--- src/rtl/mips_int_pkg.sv ---
// Shared constants for the MIPS interrupt controller: PC width, handler vector, FSM encoding.
package mips_int_pkg;

    localparam int PC_W = 32;
    localparam logic [PC_W-1:0] HANDLER_ADDR_DEF = 32'h0000_0100;

    localparam logic [2:0] ST_IDLE      = 3'd0;
    localparam logic [2:0] ST_WAIT_SAFE = 3'd1;
    localparam logic [2:0] ST_ENTER     = 3'd2;
    localparam logic [2:0] ST_HANDLER   = 3'd3;
    localparam logic [2:0] ST_RETURN    = 3'd4;

    typedef enum logic [2:0] {
        S_IDLE      = ST_IDLE,
        S_WAIT_SAFE = ST_WAIT_SAFE,
        S_ENTER     = ST_ENTER,
        S_HANDLER   = ST_HANDLER,
        S_RETURN    = ST_RETURN
    } int_state_e;

endpackage

--- src/rtl/mips_int_ctrl_irq_sync_edge.sv ---
// One irq line: SYNC_STAGES-flop synchronizer then rising-edge detect.
// edge_o is a 1-cycle pulse SYNC_STAGES cycles after irq_i rises; no backpressure.
module irq_sync_edge #(
    parameter int SYNC_STAGES = 2
) (
    input  logic clk,
    input  logic rst,
    input  logic irq_i,
    output logic edge_o
);

    logic [SYNC_STAGES-1:0] sync_q;
    logic                   prev_q;

    always_ff @(posedge clk) begin
        if (!rst) begin
            sync_q <= '0;
            prev_q <= 1'b0;
        end else begin
            sync_q <= {sync_q[SYNC_STAGES-2:0], irq_i};
            prev_q <= sync_q[SYNC_STAGES-1];
        end
    end

    assign edge_o = sync_q[SYNC_STAGES-1] & ~prev_q;

endmodule

--- src/rtl/mips_int_ctrl.sv ---
// Interrupt controller: latches irq edges, picks lowest-index eligible line, enters the handler
// at a commit point (redirect 1 cycle after the safe commit) and returns on eret; no nesting.
module mips_int_ctrl
    import mips_int_pkg::*;
#(
    parameter int              IRQ_NUM      = 4,
    parameter logic [PC_W-1:0] HANDLER_ADDR = HANDLER_ADDR_DEF,
    parameter int              SYNC_STAGES  = 2
) (
    input  logic               clk,
    input  logic               rst,
    input  logic [IRQ_NUM-1:0] irq,
    input  logic               int_en,
    input  logic [IRQ_NUM-1:0] int_mask,
    input  logic               commit_valid,
    input  logic [PC_W-1:0]    commit_pc,
    input  logic               commit_ds,
    input  logic               pipe_stall,
    input  logic               eret_commit,
    output logic               int_flush,
    output logic               pc_redirect,
    output logic [PC_W-1:0]    redirect_pc,
    output logic [PC_W-1:0]    epc,
    output logic [IRQ_NUM-1:0] cause,
    output logic               in_handler,
    output logic [IRQ_NUM-1:0] pending
);

    int_state_e         state_q, state_d;
    logic [IRQ_NUM-1:0] pending_q, pending_d;
    logic [IRQ_NUM-1:0] cause_q, cause_d;
    logic [PC_W-1:0]    epc_q, epc_d;
    logic               in_handler_q, in_handler_d;

    logic [IRQ_NUM-1:0] edge_vec;
    logic [IRQ_NUM-1:0] eligible;
    logic [IRQ_NUM-1:0] winner_oh;
    logic               take;
    logic               flush_c;
    logic               redirect_c;
    logic [PC_W-1:0]    redirect_pc_c;

    for (genvar g = 0; g < IRQ_NUM; g++) begin : g_sync
        irq_sync_edge #(
            .SYNC_STAGES(SYNC_STAGES)
        ) u_sync (
            .clk   (clk),
            .rst   (rst),
            .irq_i (irq[g]),
            .edge_o(edge_vec[g])
        );
    end

    assign eligible = int_en ? (pending_q & int_mask) : '0;

    // Scan from the top down so the lowest index ends up as the winner.
    always_comb begin
        winner_oh = '0;
        for (int i = IRQ_NUM - 1; i >= 0; i--) begin
            if (eligible[i]) begin
                winner_oh    = '0;
                winner_oh[i] = 1'b1;
            end
        end
    end

    always_comb begin
        state_d       = state_q;
        epc_d         = epc_q;
        cause_d       = cause_q;
        in_handler_d  = in_handler_q;
        take          = 1'b0;
        flush_c       = 1'b0;
        redirect_c    = 1'b0;
        redirect_pc_c = '0;
        case (state_q)
            S_IDLE: begin
                if (|eligible) state_d = S_WAIT_SAFE;
            end
            S_WAIT_SAFE: begin
                if (eligible == '0) begin
                    state_d = S_IDLE;
                end else if (commit_valid && !pipe_stall) begin
                    epc_d   = commit_ds ? (commit_pc - 32'd4) : commit_pc;
                    cause_d = winner_oh;
                    take    = 1'b1;
                    state_d = S_ENTER;
                end
            end
            // Flush takes priority over pipe_stall, so the pulse is never held off.
            S_ENTER: begin
                flush_c       = 1'b1;
                redirect_c    = 1'b1;
                redirect_pc_c = HANDLER_ADDR;
                in_handler_d  = 1'b1;
                state_d       = S_HANDLER;
            end
            S_HANDLER: begin
                if (eret_commit) state_d = S_RETURN;
            end
            S_RETURN: begin
                flush_c       = 1'b1;
                redirect_c    = 1'b1;
                redirect_pc_c = epc_q;
                in_handler_d  = 1'b0;
                cause_d       = '0;
                state_d       = S_IDLE;
            end
            default: state_d = S_IDLE;
        endcase
    end

    // A new edge on the line being taken in the same cycle survives the clear.
    assign pending_d = (pending_q & ~(take ? winner_oh : '0)) | edge_vec;

    always_ff @(posedge clk) begin
        if (!rst) begin
            state_q      <= S_IDLE;
            pending_q    <= '0;
            cause_q      <= '0;
            epc_q        <= '0;
            in_handler_q <= 1'b0;
        end else begin
            state_q      <= state_d;
            pending_q    <= pending_d;
            cause_q      <= cause_d;
            epc_q        <= epc_d;
            in_handler_q <= in_handler_d;
        end
    end

    assign int_flush   = flush_c;
    assign pc_redirect = redirect_c;
    assign redirect_pc = redirect_pc_c;
    assign epc         = epc_q;
    assign cause       = cause_q;
    assign in_handler  = in_handler_q;
    assign pending     = pending_q;

endmodule
--- config.mk ---
export PLATFORM = sky130hd
export DESIGN_NAME = mips_int_ctrl
export DESIGN_NICKNAME = d
export VERILOG_FILES = /design/src/rtl/mips_int_pkg.sv /design/src/rtl/mips_int_ctrl_irq_sync_edge.sv /design/src/rtl/mips_int_ctrl.sv
export SDC_FILE = /design/constraint.sdc
export NUM_CORES = 1
export LEC_CHECK = 0
export CAP_MARGIN = 20
export CELL_PAD_IN_SITES_DETAIL_PLACEMENT = 2
export CELL_PAD_IN_SITES_GLOBAL_PLACEMENT = 2
export CORE_ASPECT_RATIO = 1.1
export CORE_UTILIZATION = 23
export DETAILED_ROUTE_END_ITERATION = 10
export MAX_ROUTING_LAYER = met4
export PLACE_DENSITY = 0.82
export SETUP_SLACK_MARGIN = 0.4
export SYNTH_ARGS = -nofsm -noshare
export SYNTH_HDL_FRONTEND = slang
export SYNTH_HIERARCHICAL = 1
export SYNTH_SLANG_ARGS = --single-unit
--- constraint.sdc ---
create_clock -name clk -period 1.9 [get_ports clk]
set_clock_uncertainty 0.05 [all_clocks]
set_input_delay 0.38 -clock clk [delete_from_list [all_inputs] [get_ports clk]]
set_output_delay 0.38 -clock clk [all_outputs]
set_load 0.005 [all_outputs]
# After elaboration in Yosys (flattened, before gate mapping)
# Cells that the tools add are included.
dict set report op_classes {
  add_sub_neg 1
  n_reduce_logical 11
  eq_ne 9
  mux 21
  bitwise_logic 13
}
# op count
set ops {}
lappend ops {{case mux 32 bit (2 select lines)} 1}
lappend ops {{two-way mux 32 bit} 1}
lappend ops {{two-way mux 4 bit} 8}
lappend ops {{subtractor 32 x 3 -> 32 bit (second input constant)} 1}
lappend ops {{two-way mux 3 bit} 4}
lappend ops {{case mux 3 bit (4 select lines)} 1}
lappend ops {{AND reduction 3 bit} 3}
lappend ops {{bitwise AND 4 bit} 2}
lappend ops {{inequality test 2 bit (second input constant)} 4}
lappend ops {{case mux 4 bit (2 select lines)} 1}
lappend ops {{== test 3 x 2 -> 1 bit (second input constant)} 2}
lappend ops {{NOT 1 bit} 5}
lappend ops {{bitwise AND 1 bit} 4}
lappend ops {{logical NOT 4 bit} 1}
lappend ops {{two-way mux 1 bit} 4}
lappend ops {{NOT 4 bit} 1}
lappend ops {{bitwise OR 4 bit} 1}
lappend ops {{nonzero test 2 bit} 2}
lappend ops {{OR reduction 4 bit} 1}
lappend ops {{== test 3 x 1 -> 1 bit (second input constant)} 1}
lappend ops {{== test 3 bit (second input constant)} 1}
lappend ops {{logical NOT 3 bit} 1}
lappend ops {{inequality test 3 bit (second input constant)} 1}
lappend ops {{case mux 1 bit (2 select lines)} 1}
lappend ops {{other kinds (3)} 3}
dict set report totals {
  input_bits 47
  wordCells 68
  out_inout_bits 75
  register_bits 56
}

# Depth between registers and ports, before layout
# Gate-level depths: netlist of the first run.
dict set report logic_depth {
  word_depth 10
  ltp_mapped 7
  ltp_nobuf 6
}

# Modules after synthesis
# The synthesis of the first run kept the hierarchy.
# module cells_per_inst seq_area_each_um2 instances area_per_inst_um2
set by_module_without_submodules {}
lappend by_module_without_submodules {mips_int_ctrl 298 880.8 1 2429.8}
lappend by_module_without_submodules {irq_sync_edge 7 60.1 4 92.6}

# Worst setup path after synthesis of the first run
# No wires, ideal clock.
dict set report synth_path {
  path_kind {input to register}
  from {in commit_pc[18]}
  to {reg epc_q[22], in the netlist epc[22]}
  t_arrival_ps 1598
  required_ps 1717
  n_path_buf 0
  setup_time_ps 133
  slack_ps 120
  stages 5
  cell_sequence {or4_4 or3_1 nor3_2 xnor2_1 a21oi_1}
}
dict set report synth_via {
  elab_chain_cells 2
}
# element line
set synth_lines {}
lappend synth_lines {{from (decl)} mips_int_ctrl.sv:16} ;# input logic [PC_W-1:0] commit_pc,
lappend synth_lines {{subtractor 32 x 3 -> 32 bit} mips_int_ctrl.sv:84} ;# epc_d = commit_ds ? (commit_pc - 32'd4) : commit_pc;
lappend synth_lines {{two-way mux 32 bit} mips_int_ctrl.sv:84}
lappend synth_lines {{to (signal assigned)} mips_int_ctrl.sv:127} ;# epc_q <= epc_d;
lappend synth_lines {{to (decl)} mips_int_ctrl.sv:32} ;# logic [PC_W-1:0] epc_q, epc_d;
# No other way between the ends.
# A chain may end at the register's enable or synchronous reset.

# Final worst setup path of the first run
dict set report layout_path {
  from {reg state_q[1]}
  to {out redirect_pc[7]}
}
dict set report layout_via {
  elab_chain_cells 2
  elab_cells_between_ends 3
  classes_between {eq/ne: 2; mux: 1}
}
# element line
set layout_lines {}
lappend layout_lines {{from (decl)} mips_int_ctrl.sv:29} ;# int_state_e state_q, state_d;
lappend layout_lines {{from (signal assigned)} mips_int_ctrl.sv:124} ;# state_q <= state_d;
lappend layout_lines {{== test 3 bit / == test 3 x 2 -> 1 bit (equally long branches)} mips_int_ctrl.sv:76} ;# case (state_q)
lappend layout_lines {{case mux 32 bit (2 select lines) (*)} mips_int_ctrl.sv:76}
lappend layout_lines {{to (decl)} mips_int_ctrl.sv:22} ;# output logic [PC_W-1:0] redirect_pc,
# Mark *: on every way between the ends. The rest lies on a longest branch, timed or not.

==> summary by stage, run 1 <==
Critical path
The slowest stage of the critical path belongs to the cell sky130_fd_sc_hd__dfxtp_2. The number of cell instances on the worst register-to-register path is 10. The kind of critical path is flip-flop to output pin.

The largest single stage delay on the critical path is 0.33 ns. The worst setup path is captured at an output pin. The startpoint type of the worst setup path is a flip-flop.

On the critical path the largest part of the delay comes from buffers and inverters. The count of buffering cells on the critical path with inverters included is 6. The worst path required time is 1.47 ns. The cell count along the critical path is 9.

Of all nets on the critical path, the largest fanout is 5. Traced cell by cell, the critical path runs through inv_2 > nand2_4 > nor2_4 > buf_6 > buf_6 > buf_6 > buf_6 > and2_4 > buf_6. For the worst setup path, the data arrival time is 1.65 ns. The critical path's most frequent cell is sky130_fd_sc_hd__buf_6.

Cells and area
The library cell used most frequently in the layout, excluding fill and tap cells, is sky130_fd_sc_hd__buf_4. The layout net count is 633. The number of non-filler instances in the completed layout is between 700 and 800. After routing the design area is 6531 um^2. In the layout the commonest cells are 96 x sky130_fd_sc_hd__buf_4, 57 x sky130_fd_sc_hd__buf_6, 52 x sky130_fd_sc_hd__dlygate4sd2_1. The end-of-flow core utilization is 56.09%.

From synthesis to final layout, the design area changed by 133.2%. The fraction of layout cells with a size suffix above 1 is 64.85%. The repair_antennas step left the layout with diodes totalling 0.

Global routing
The total routing usage reported by global routing is 30.10%. The number of global-route vias before repair was 4,261. The number of antenna violations at the first check in global routing was 0.

The first-pass GRT wire length is about 27,000 um. Entering global routing, the biggest net connects 18 pins. The total overflow left after global routing is 0.

Pwr
The worst-case IR drop observed on VDD is 0.7446 mV. The reported leakage power is 2.868 nW. Summing internal, switching and leakage power gives between 2 and 3 mW. In this run the power density over the cells is between 400 and 500 nW/um^2.

Synthesis
The sequential element share of the synthesized area is between 40% and 50%. The net count of the mapped netlist is 374. The count of flip-flops with a built-in enable after synthesis is 0. The main flop type after synthesis is sky130_fd_sc_hd__dfxtp_1. Each instance of the synthesized netlist takes up on average 8.590 um^2.

The fraction of registers with async set/reset is 0%. In the synthesized netlist, the number of instances is 326. Synthesis instantiated 42 different standard cells from the library. Synthesis inferred 56 register bits. For this run, the number of Yosys warnings is 6.

The post-synthesis instance area is 2800 um^2.

Clocking
The cell sitting at the root of the clock tree is a sky130_fd_sc_hd__clkbuf_16. The maximum clock path buffer count is 2. TritonCTS built the clock tree.

Clock-pin slew was measured on the worst setup and hold paths at ~0.08 ns. The total clock buffers created by CTS is 5. The source-to-sink clock delay at the later pin of the worst-skew pair is 0.32 ns. The clock net in this run drives a total of between 50 and 60 sinks.

The depth of the CTS H-tree is 2.

Detailed routing
The detailed-route DRC error count is 0. The mean routed wirelength per cell is around 29 um. The number of DRC markers after the initial detailed-route iteration is approximately 220.

The first-pass detailed-route iteration total is 4. The number of vias per cell after detailed routing is 5.254. The final route contains 3,867 vias. The detail route stage leaves a number of antenna-violating nets equal to 0. The routed design has ~21,000 um of wire.

Flow run
The tool flagged a number of max-cap violations equal to 0.

Floorplanning
The site row count is 41. The core box area is 11,640 um^2. The floorplan step set the die height to 117.7 um. For this design the top-level I/O count stands at about 120. The die width is 107.2 um. The die covers 12,620 um^2.

For this configuration, the core starts out at a cell density of between 20 and 25%.

Timing
The pin slew with the least headroom to its limit is 0.7801 ns. Dividing the final minimum period by the clock period gives 109.5%. Setup repair after global routing could not meet its margin everywhere.

The number of hold violations in the final report came to 0. Counting I/O delays and the setup requirement, the final critical path takes 2.080 ns. Hold timing on the final database bottoms out at a slack of 0.3781 ns. The total of endpoints with negative setup slack in the final report is between 60 and 70. The fmax is 480.9 MHz.

After layout, the worst setup slack is -0.1796 ns. Measured against its own limit, the worst slew margin works out to between 40% and 50%. The number of pins with negative max-slew slack in the final report is 0. The setup TNS is -5.629 ns.

Run status
The run finished, with violations left. The final reports fail on negative setup slack.

Placement
The detailed placer's ending HPWL is between 9000 and 10,000 um. The cell count after placement is roughly 650. Once placement finished, the instance area stood at 4702 um^2. The number of buffers inserted by port buffering is 121.

The final estimated routing congestion in global placement is 0.7787. Before CTS, the worst setup slack after placement is -0.4837 ns.

Hold path
The path class of the tightest hold or removal check is input port to flip-flop. The count of cells along the worst hold path is 3.
==> cell type report <==
cell class | instances | area, um^2
Clock buffer | 6 | 128.9
Clock inverter | 2 | 35.03
Fill cell | 1176 | 5114
Inverter | 5 | 22.52
Multi-Input combinational cell | 248 | 2335
Sequential cell | 56 | 1174
Tap cell | 150 | 187.7
Timing Repair Buffer | 269 | 2649
==> layer usage <==
layer	share of wire, %	GRT usage (%)	up-vias
met5	0	-	-
met4	5.8	12.24	0
met3	4.2	5.260	75
met2	54	55.24	187
met1	36	31.25	1955
li1	-	-	1650
==> state kept, by name, indices dropped and copies added, names as in the netlist <==
register and count:
state_q 3, in_handler 1, cause 4, pending 4, g_sync.u_sync/prev_q 4, epc 32, g_sync.u_sync/sync_q 8
==> logic make-up (layout without fill, tap and decap cells) <==
family                     count (synthesis)  count (layout)  share of synthesized area [%]
AOI/OAI and AO/OA                         78              78                          15.46
adders and majority gates                  1               1                         0.4468
and+or+nand+nor                          142             142                          32.31
buffers and inverters                     22             282                          3.307
xor gates and xnor gates                  27              27                          8.445
DFF                                       56              56                          40.04
==> where the power goes <==
part	leakage, nW	switching [mW]	total [mW]	internal, mW
logic	2.32	0.260	0.501	0.241
registers	0.472	0.0160	1.20	1.19
clock network	0.0808	0.497	1.12	0.624
==> worst min-delay path, delay by kind of cell <==
family                 cells  cell delay [ns]
AOI/OAI and AO/OA          1             0.10
buffers and inverters      1             0.13
and+or+nand+nor            1             0.09
==> cells in the mapped netlist (2+ instances only) <==
cell type	instances	area share, %
sky130_fd_sc_hd__dfxtp_1	56	40
sky130_fd_sc_hd__and2_1	44	9.8
sky130_fd_sc_hd__a21oi_1	38	6.8
sky130_fd_sc_hd__nor2_1	23	3.1
sky130_fd_sc_hd__o21ai_1	23	4.1
sky130_fd_sc_hd__nand2_1	21	2.8
sky130_fd_sc_hd__xnor2_1	21	6.6
sky130_fd_sc_hd__clkbuf_1	11	1.5
sky130_fd_sc_hd__nor3_1	11	2.0
sky130_fd_sc_hd__nor4_2	7	3.1
sky130_fd_sc_hd__a211oi_1	6	1.6
sky130_fd_sc_hd__nand4_1	6	1.3
sky130_fd_sc_hd__xor2_1	6	1.9
sky130_fd_sc_hd__buf_2	5	0.89
sky130_fd_sc_hd__inv_1	5	0.67
sky130_fd_sc_hd__nand3_1	5	0.89
sky130_fd_sc_hd__nor2b_4	4	2.0
sky130_fd_sc_hd__o21ai_0	4	0.71
sky130_fd_sc_hd__or3_1	3	0.67
sky130_fd_sc_hd__nor3_2	2	0.71
sky130_fd_sc_hd__nor4_1	2	0.45
sky130_fd_sc_hd__or2_2	2	0.45
sky130_fd_sc_hd__or4_1	2	0.54
==> timing repair <==
item,CTS,global route
gates cloned,9,0
buffers inserted,56,17
endpoints found under the setup margin,117,80
resized for setup,401,102
hold buffers,0,0
pin swaps,59,36
==> worst paths after layout <==
path	startpoint	endpoint	slack, ns
hold / removal	commit_pc[6]	epc[6]	0.38
setup reg to reg	state_q[1]	cause[2]	-0.16
hold reg to reg	g_sync[3].u_sync/sync_q[0]	g_sync[3].u_sync/sync_q[1]	0.40
setup / recovery	state_q[1]	redirect_pc[7]	-0.18
Note: power is estimated with default switching activity, not from simulation.
==> run 2, diff against run 1 <==
- CORE_UTILIZATION: 23 -> 21
- PLACE_DENSITY: 0.82 -> 0.79
- clock period: 1.9 -> 1.7 ns (I/O delays scaled with it)
==> run 2 against run 1 <==
Compared with the run above: largest power group unchanged; sequential share of layout area decreased by 0.54 points; the run ends with design-rule violations, negative setup slack left; critical endpoint is now cause[3]; clock power grew 5%; hold slack got worse by 0.020 ns.
==> summary by stage, run 2 (synthesized netlist as in run 1, its figures left out) <==
Cells and area
The finished cells cover around 6900 um^2. The library cells used most frequently in the layout, excluding fill and tap cells, are 106 x sky130_fd_sc_hd__buf_4, 74 x sky130_fd_sc_hd__buf_6, 36 x sky130_fd_sc_hd__dfxtp_2. Once layout is complete, the cells apart from fillers number 765. The most frequent standard cell in the layout excluding fill and tap cells is sky130_fd_sc_hd__buf_4. The growth of design area from synthesis to finish is 145.1%. The fraction of layout cells with a size suffix above 1 is between 70% and 80%.

The number of flip-flops under the largest register name is 32. Fill cells in the final layout number 1,259. At the end of the flow, the number of nets in the layout was 654.

Timing
The number of hold violations in the final report was 0. Setup repair after global routing could not meet its margin everywhere. The worst hold slack after final layout is around 0.36 ns. For this run, the top clock speed supported by timing is 493.3 MHz. At the pin with the least slew margin, the transition time is 0.9144 ns. The post-layout minimum cycle time is 2.027 ns. Measured against its own limit, the worst slew margin works out to 38.40%.

The setup TNS is -14.72 ns. Setup violations remaining at the end of the flow were counted as 73. After layout, the worst path uses 119.2% of the clock period. The number of pins with negative max-slew slack in the final report is 0. After layout, the worst setup slack is -0.3271 ns.

Pwr
After layout, the design draws a total of between 3 and 4 mW. The power share of the sequential group is ~43%. The clock share of power is 37.9%. The reported leakage power is 2.879 nW. The total net switching power is 0.9465 mW.

The combinational share of power is 19.2%. The internal portion of the total power is 2.178 mW. The switching share of total power is 30.29%. The power density of the placed cells is roughly 460 nW/um^2. Across the VDD grid, the largest voltage drop is 0.4268 mV.

Floorplanning
The floorplan step defined a die boundary enclosing between 10,000 and 15,000 um^2. After floorplanning, the core was sized to cover approximately 13,000 um^2. The initial core utilization is approximately 22%. The floorplan step set the die width to 112.1 um. For this design the top-level I/O count stands at 122. The die height is 123.1 um.

Row generation in the floorplan step produced 43 rows.

Critical path
The worst path required time is roughly 1.9 ns. The cell at the slowest stage of the critical path is sky130_fd_sc_hd__a222oi_1. Of all nets on the critical path, the largest fanout is 8.

The critical path data arrival time is 2.21 ns. The signal on the critical path passes through a222oi_1 > nand2_1 > buf_6 > buf_6 > buf_6 > buf_6 > nand2_8 > nand2_2 > a21oi_2. The startpoint identified for the worst register-to-register timing path is pending[1]. The top cell family by delay on the critical path is compound AO/OA/AOI/OAI gates. The critical path starts at pending[1]. The startpoint type of the worst setup path is a flip-flop.

The worst setup path is of the flip-flop to flip-flop kind. The critical path's most frequent cell is sky130_fd_sc_hd__buf_6. The cell count along the critical path is 9. The setup check on the worst reg-to-reg path leaves a slack of -0.33 ns. For this run, the slowest stage of the critical path takes 0.45 ns. The count of buffering cells on the critical path with inverters included is 4. The endpoint kind of the worst setup timing path is a flip-flop. The number of cells on the worst reg-to-reg path is 9.

In this run the worst setup path terminates at cause[3]. The terminus of the critical flop-to-flop path is cause[3].

Run status
The checks that failed: design-rule violations, negative setup slack. The flow ran to the end, but the final reports show violations.

Detailed routing
In this run the remaining antenna-violating nets after routing total 0. The number of vias per cell after detailed routing is 5.098. In the routed design, unresolved DRC markers number 6.

The total wire length after detailed routing is ~22,000 um. The first detailed-routing pass took 10 iterations. Dividing the detail-routed wire length by the instance count gives 28.43 um. Summing over every cut layer, the via total after detailed routing is 3,900. After the first detailed-routing iteration, the DRC count stood at 178.

Clocking
The H-tree was split into 2 levels. The total clock buffers created by CTS is 5. The later pin in the worst-skew pair is clocked with a latency of 0.32 ns.

The root buffer cell chosen for the clock tree is sky130_fd_sc_hd__clkbuf_16. The clock transition at the registers of the reported paths is about 0.090 ns. The number of clock sinks seen by CTS is 56.

TritonCTS built the clock tree. The maximum clock path buffer count is 2.

Placement
The cell count after placement is 652. The congestion estimate from routability-driven global placement came to 0.8730. The number of buffers inserted by port buffering is 121. The placed instances occupy a cell area of ~4700 um^2. The detailed placer's ending HPWL is 9169 um.

Flow run
The number of maximum-capacitance constraint violations is 0.

Global routing
The first global-routing pass estimated 27,190 um of wire. The final global-route overflow total is 0. The number of global-route vias before repair was 4,318. The number of antenna violations at the first check in global routing was 1. For this run, the total global-route usage over all layers was measured as 28.05%. Entering global routing, the biggest net connects 24 pins.

Hold path
The path class of the tightest hold or removal check is input port to flip-flop. The start point of the worst min-delay path is commit_pc[6].
-- run 2: power by group through the flow --
stage               combinational, mW  clock [mW]  sequential, mW
finish                          0.600        1.18            1.34
global route                    0.620        1.23            1.34
CTS                             0.506        1.12            1.34
detailed placement              0.409           0            1.37
global placement                0.392           0            1.37
floorplan                       0.113           0            1.37
-- run 2: final cells by class --
| cell class | instances | area [um^2] | share of cell area (%) |
|---|---|---|---|
| timing repair buffer | 290 | 2894 | 42.16 |
| multi-input combinational | 248 | 2397 | 34.93 |
| sequential | 56 | 1196 | 17.43 |
| tap | 157 | 196.4 | 2.862 |
| clock buffer | 5 | 125.1 | 1.823 |
| clock inverter | 3 | 27.53 | 0.4010 |
| inverter | 5 | 25.02 | 0.3646 |
| antenna | 1 | 2.502 | 0.03646 |
-- run 2: through the flow --
step | utilization, % | setup slack [ns]
final | 53.61 | -0.3271
after global routing | 53.61 | -0.3605
after CTS | 49.81 | -0.1894
after detailed placement | 36.40 | -0.6348
after global placement | 36.40 | -0.5703
after floorplan | - | 0.006419
-- run 2: worst min-delay path, cell delays in order --
cell                       delay [ns]
sky130_fd_sc_hd__buf_2           0.13
sky130_fd_sc_hd__nand2_1         0.10
sky130_fd_sc_hd__a311oi_2        0.11
-- run 2: worst min-delay path by stage --
stage                     cells after the start  slack, ns                    endpoint
final                                         3       0.36                      epc[6]
after CTS                                     3       0.36                      epc[6]
after floorplan                               1       0.36  g_sync[0].u_sync/sync_q[1]
after global routing                          3       0.37                      epc[6]
after detailed placement                      1       0.38  g_sync[2].u_sync/sync_q[1]
after global placement                        1       0.36  g_sync[3].u_sync/sync_q[1]
-- run 2: what timing repair did --
| action | in CTS | in global routing |
|---|---|---|
| buffers inserted | 69 | 25 |
| endpoints found under the setup margin | 117 | 119 |
| gates resized for setup | 514 | 102 |
| pin swaps | 101 | 32 |
| hold buffers | 0 | 0 |
| gates cloned | 10 | 0 |
-- run 2: routing by layer --
layer  vias up  wire length [um]  GRT usage [%]  part of all wire (%)
met1      1940              7762          28.09                    36
li1       1712                 -              -                     -
met5         -                 0              -                     0
met4         0              1217          10.83                   5.6
met2       168             11880          55.24                    55
met3        80               896          3.775                   4.1
==> run 3, diff against run 2 <==
- CORE_MARGIN: not set -> 1
- SLEW_MARGIN: not set -> 40
==> results of run 3 <==
The final DEF is identical to that of run 2; final timing and power are the same.
